### config.mk
export PLATFORM = sky130hd
export DESIGN_NAME = signed_divider
export DESIGN_NICKNAME = d
export VERILOG_FILES = /design/src/rtl/signed_divider.sv
export SDC_FILE = /design/constraint.sdc
export NUM_CORES = 1
export LEC_CHECK = 0
export CAP_MARGIN = 20
export CORE_AREA = 2 2 140 142
export CTS_CLUSTER_DIAMETER = 60
export DETAILED_ROUTE_END_ITERATION = 8
export DIE_AREA = 0 0 142 144
export GPL_TIMING_DRIVEN = 0
export PLACE_DENSITY = 0.41
export SYNTH_ARGS = -nofsm -noshare
export SYNTH_HDL_FRONTEND = slang
export SYNTH_SLANG_ARGS = --single-unit
### constraint.sdc
create_clock -name clk -period 3.92 [get_ports clk]
set_clock_uncertainty 0.05 [all_clocks]
set_input_delay 0.392 -clock clk [delete_from_list [all_inputs] [get_ports clk]]
set_output_delay 0.392 -clock clk [all_outputs]
set_load 0.02 [all_outputs]
### src/rtl/signed_divider.sv
// Signed 16-bit by 8-bit sequential divider.
// Restoring division on magnitudes, one quotient bit per clock, followed by a
// sign/saturation fix-up cycle. Truncating semantics: the remainder takes the
// dividend's sign. Flags report divide-by-zero and 8-bit quotient overflow.
module signed_divider (
    input  logic        clk,
    input  logic        rst_n,
    input  logic        start,
    input  logic [15:0] A,
    input  logic [7:0]  B,
    output logic [7:0]  Quotient,
    output logic [7:0]  Remainder,
    output logic        ready,
    output logic        dbz,
    output logic        ovf
);

    localparam logic [1:0] IDLE   = 2'd0;
    localparam logic [1:0] DIVIDE = 2'd1;
    localparam logic [1:0] FIXUP  = 2'd2;
    localparam logic [1:0] DONE   = 2'd3;

    logic [1:0]  r_state;
    logic [3:0]  r_cnt;
    logic [15:0] r_dividend;
    logic [7:0]  r_partRem;
    logic [15:0] r_quo;
    logic [8:0]  r_divisor;
    logic        r_signQ;
    logic        r_signR;
    logic [7:0]  r_quotient;
    logic [7:0]  r_remainder;
    logic        r_dbz;
    logic        r_ovf;

    // |A| as 16-bit unsigned: -32768 negates to 16'h8000, which read unsigned is 32768
    logic [15:0] w_absA;
    // |B| in 9 bits so that -128 becomes +128
    logic [8:0]  w_absB;
    logic [8:0]  w_shifted;
    logic        w_qBit;
    logic [7:0]  w_diff;
    logic        w_ovf;
    logic [7:0]  w_qFixed;
    logic [7:0]  w_rFixed;

    assign w_absA    = A[15] ? (16'd0 - A) : A;
    assign w_absB    = B[7] ? (9'd0 - {B[7], B}) : {1'b0, B};

    // The partial remainder is always below |B| <= 128, so after the shift it
    // fits in 9 bits and any accepted difference fits back into 8 bits.
    assign w_shifted = {r_partRem, r_dividend[15]};
    assign w_qBit    = (w_shifted >= r_divisor);
    assign w_diff    = w_shifted[7:0] - r_divisor[7:0];

    // A negative quotient may reach -128, a positive one only +127
    assign w_ovf     = r_signQ ? (r_quo > 16'd128) : (r_quo > 16'd127);
    assign w_qFixed  = w_ovf ? (r_signQ ? 8'h80 : 8'h7F)
                             : (r_signQ ? (8'd0 - r_quo[7:0]) : r_quo[7:0]);
    assign w_rFixed  = r_signR ? (8'd0 - r_partRem) : r_partRem;

    // Control FSM and datapath: start always wins, DIVIDE runs 16 steps, FIXUP applies signs
    always_ff @(posedge clk or negedge rst_n) begin
        if (!rst_n) begin
            r_state     <= IDLE;
            r_cnt       <= 4'd0;
            r_dividend  <= 16'd0;
            r_partRem   <= 8'd0;
            r_quo       <= 16'd0;
            r_divisor   <= 9'd0;
            r_signQ     <= 1'b0;
            r_signR     <= 1'b0;
            r_quotient  <= 8'h00;
            r_remainder <= 8'h00;
            r_dbz       <= 1'b0;
            r_ovf       <= 1'b0;
        end else if (start) begin
            r_cnt      <= 4'd0;
            r_dividend <= w_absA;
            r_partRem  <= 8'd0;
            r_quo      <= 16'd0;
            r_divisor  <= w_absB;
            r_signQ    <= A[15] ^ B[7];
            r_signR    <= A[15];
            r_ovf      <= 1'b0;
            if (B == 8'd0) begin
                // Divide by zero: results are final now, FIXUP only holds ready low one cycle
                r_dbz       <= 1'b1;
                r_quotient  <= 8'h00;
                r_remainder <= 8'h00;
                r_state     <= FIXUP;
            end else begin
                r_dbz   <= 1'b0;
                r_state <= DIVIDE;
            end
        end else begin
            case (r_state)
                DIVIDE: begin
                    r_dividend <= {r_dividend[14:0], 1'b0};
                    r_quo      <= {r_quo[14:0], w_qBit};
                    r_partRem  <= w_qBit ? w_diff : w_shifted[7:0];
                    if (r_cnt == 4'd15) begin
                        r_cnt   <= 4'd0;
                        r_state <= FIXUP;
                    end else begin
                        r_cnt <= r_cnt + 4'd1;
                    end
                end
                FIXUP: begin
                    if (!r_dbz) begin
                        r_quotient  <= w_qFixed;
                        r_remainder <= w_rFixed;
                        r_ovf       <= w_ovf;
                    end
                    r_state <= DONE;
                end
                default: r_state <= r_state;
            endcase
        end
    end

    assign ready     = (r_state == IDLE) || (r_state == DONE);
    assign Quotient  = r_quotient;
    assign Remainder = r_remainder;
    assign dbz       = r_dbz;
    assign ovf       = r_ovf;

endmodule
==> metrics.log <==
INFO  metric status = finished clean
INFO  metric synth.area.top_cells = dfrtp_1, mux2i_1, xor2_1
INFO  metric worstSetupStartpointType = register
INFO  metric synth.lib_cells_used.distinct = 61
INFO  metric critPathSlowestCell = dfrtp_1
INFO  metric worst_voltage_drop_across_the_vdd_grid = 194 µV
INFO  metric clock_latency = 340 ps
INFO  metric synth_most_common_cell = dfrtp_1
INFO  metric die_w = 142 µm
INFO  metric path_delay_family = compound AO/OA/AOI/OAI gates
INFO  metric number_of_antenna_violations_at_the_first_check_in_global_routing = 0
INFO  metric antenna_cells_inserted = 0
INFO  metric post-dp-hpwl = 8810 µm
INFO  metric tritoncts.num_buffers = 9
INFO  metric grt_pass1_wl = 19,500 µm
INFO  metric finish.utilization = 0.289
INFO  metric drive_gt1_frac = 0.0704
INFO  metric path_max_fanout = 3
INFO  metric remaining_drcs = 0
INFO  metric drtIter0Drc = 176
INFO  metric cts_setup_buffers = 0
INFO  metric crit_path_max_incr_delay = 420 ps
INFO  metric synth_enable_flop_cells = 0
INFO  metric worst-endpoint-arrival = 2530 ps
INFO  metric rsz_0062_raised_after_global_routing = no
INFO  metric postSynthRegisterBits = 75
INFO  metric synth.top_cell.area_share = 0.419
INFO  metric postSynthCellCount = 479
INFO  metric grt_start_max_net_pins = 56
INFO  metric worst-setup-path-type = reg -> reg
INFO  metric floorplan.core_area = 0.0191 mm²
INFO  metric num_vias = 3,656
INFO  metric ys_dominant_reg_cell = dfrtp_1
INFO  metric power_per_cell_area = 480 mW/mm²
INFO  metric grt_util_all_layers = 0.121
INFO  metric gp_congestion = 0.836
INFO  metric type_of_destination_of_the_critical_path = register
INFO  metric mappedNetlistNets = 523
INFO  metric globalRoute.totalOverflow = 0
INFO  metric cts.path.max_buffers = 2
INFO  metric routed_via_density = 4.70
INFO  metric hold_path_class = in -> reg
INFO  metric antenna_left = 0
INFO  metric netlist.top_cell.by_area = dfrtp_1
INFO  metric cts.repair.resized = 0
INFO  metric timing.critical_path.cells = inv_1 -> ha_1 -> inv_1 -> fa_1 -> a211oi_1 -> o21ai_0 -> o2111ai_1 -> nand3_1 -> a311oi_1
INFO  metric max_cap_violations = 0
INFO  metric cts.htree.levels = 3
INFO  metric timing_hold_violations_final = 0
INFO  metric final_net_count = 579
INFO  metric initial_core_util = 0.235
INFO  metric synth_top_cells_by_count = dfrtp_1, nor2_1, nand2_1
INFO  metric leakage = 2.36 nW
INFO  metric root_buffer = clkbuf_16
INFO  metric ys_seq_area_frac = 0.419
INFO  metric drt-pass1-iter-count = 4
INFO  metric synth_async_sr_flop_share = 1.00
INFO  metric critical_path_required = 4110 ps
INFO  metric final-max-slew-violation-count = 0
INFO  metric floorplan.die.height = 144 µm
INFO  metric routedWlPerCell = 15.0 µm
INFO  metric cts.reportedPaths.clkPinSlew = 60 ps
INFO  metric hold_slack = 426 ps
INFO  metric mappedNetlistArea = 0.00448 mm²
INFO  metric clock_sink_count = 75
INFO  metric cts_tree = yes
INFO  metric first_global_vias = 3,694
INFO  metric timing_worst_slew_pin_value = 713 ps
INFO  metric crit_path_frequent_cell = inv_1
INFO  metric postSynthAreaPerCell = 9.35 µm²
INFO  metric detail_route.wirelength = 11,600 µm
INFO  metric fillerInstances = 1,999
INFO  metric synth-warning-count = 0
INFO  metric finalSetupViolCount = 0
INFO  metric ioPinCount = 46
INFO  metric syn2layout_area_growth = 23.3%
INFO  metric placement_rows = 51
INFO  metric slew_headroom = 0.525
INFO  metric number_of_buffers_inserted_by_port_buffering = 43
INFO  metric postCtsHoldBufs = 1
INFO  metric period_share = 0.595
INFO  metric total_die_area = 0.0204 mm²
INFO  metric buffers_and_inverters_on_the_worst_path = 2
INFO  metric period_minus_slack = 2330 ps
INFO  metric max_clk_rate = 0.429 GHz
==> path summary, 6_finish.rpt <==
path	cells past startpoint	start	end	slack, ps
min reg2reg	2	Remainder[4]	Remainder[4]	430
max in group asynchronous	3	rst_n	Quotient[2]	2780
min in group asynchronous	2	rst_n	r_partRem[6]	450
max reg2reg	9	r_dividend[15]	r_partRem[6]	1590
max	9	r_dividend[15]	r_partRem[6]	1590
min	2	start	dbz	430
==> worst register-to-register path, stage by stage, from the launching register on <==
cell,delay [ps]
dfrtp_1,420
inv_1,70
ha_1,170
inv_1,60
fa_1,400
a211oi_1,400
o21ai_0,160
o2111ai_1,140
nand3_1,110
a311oi_1,270
==> registers in the layout (all words and copies together), names as in the netlist <==
signal / flops
Quotient: 8
ovf: 1
r_state: 2
r_partRem: 8
r_signQ: 1
r_dividend: 16
Remainder: 8
r_cnt: 4
r_divisor: 9
r_signR: 1
dbz: 1
r_quo: 16
==> power breakdown <==
part	internal, mW	leakage [nW]	switching, mW
logic	0.387	1.26	0.491
registers	0.892	0.969	0.0878
clock network	0.465	0.136	0.330
total	1.74	2.36	0.909
==> final cells by class <==
cell class                 instances  area, µm²  share of cell area
buffer                            24        104              0.0188
tap                              238        298              0.0539
timing repair buffer              45        465              0.0843
multi-input combinational        354       2400               0.435
sequential                        75       1880               0.340
clock buffer                      13        260              0.0471
inverter                          26       97.6              0.0177
clock inverter                     3       21.3             0.00385
==> metrics by stage <==
| stage | setup slack [ps] | area, µm² | TNS [ps] | total power [mW] | cells |
|---|---|---|---|---|---|
| after floorplan | 1920 | 4480 | 0 | 1.55 | 479 |
| after detailed placement | 1430 | 5230 | 0 | 1.88 | 761 |
| final | 1590 | 5520 | 0 | 2.65 | 778 |
| after global placement | -496 | 5210 | -36600 | 1.87 | 760 |
| after global routing | 1350 | 5520 | 0 | 2.84 | 778 |
| after CTS | 1560 | 5520 | 0 | 2.69 | 778 |
==> logic make-up (layout without fill, tap and decap cells) <==
logic type | count (synthesis) | after routing | synth area share
XOR/XNOR | 32 | 32 | 0.0626
multiplexers | 31 | 31 | 0.0707
buffers and inverters | 50 | 111 | 0.0450
AND/OR/NAND/NOR | 156 | 156 | 0.174
flip-flops | 75 | 75 | 0.419
adder cells (fa/ha/maj) | 17 | 17 | 0.0492
AO/OA/AOI/OAI | 118 | 118 | 0.180
==> routing by layer <==
layer | share of wire | track usage | up-vias
li1 | - | - | 1831
met4 | 0.016 | 0.0437 | 0
met3 | 0.030 | 0.0255 | 12
met2 | 0.45 | 0.189 | 62
met5 | 0 | 0 | -
met1 | 0.50 | 0.167 | 1751
==> placed cells by master (no fill, tap or decap), drive strengths merged, types with 4 or more instances in the layout <==
cell type and count:
a211oi 9, a21oi 25, a22o 4, a311oi 6, a31oi 7, buf 12, clkbuf 27, clkdlybuf4s50 42
dfrtp 75, ha 16, inv 26, mux2 5, mux2i 26, nand2 43, nand2b 7, nand3 10
nand4 8, nor2 53, nor2b 11, nor3 6, o21ai 33, o31ai 7, or3 4, or4 4
xnor2 8, xor2 24
Power figures use the tool's default switching activity.
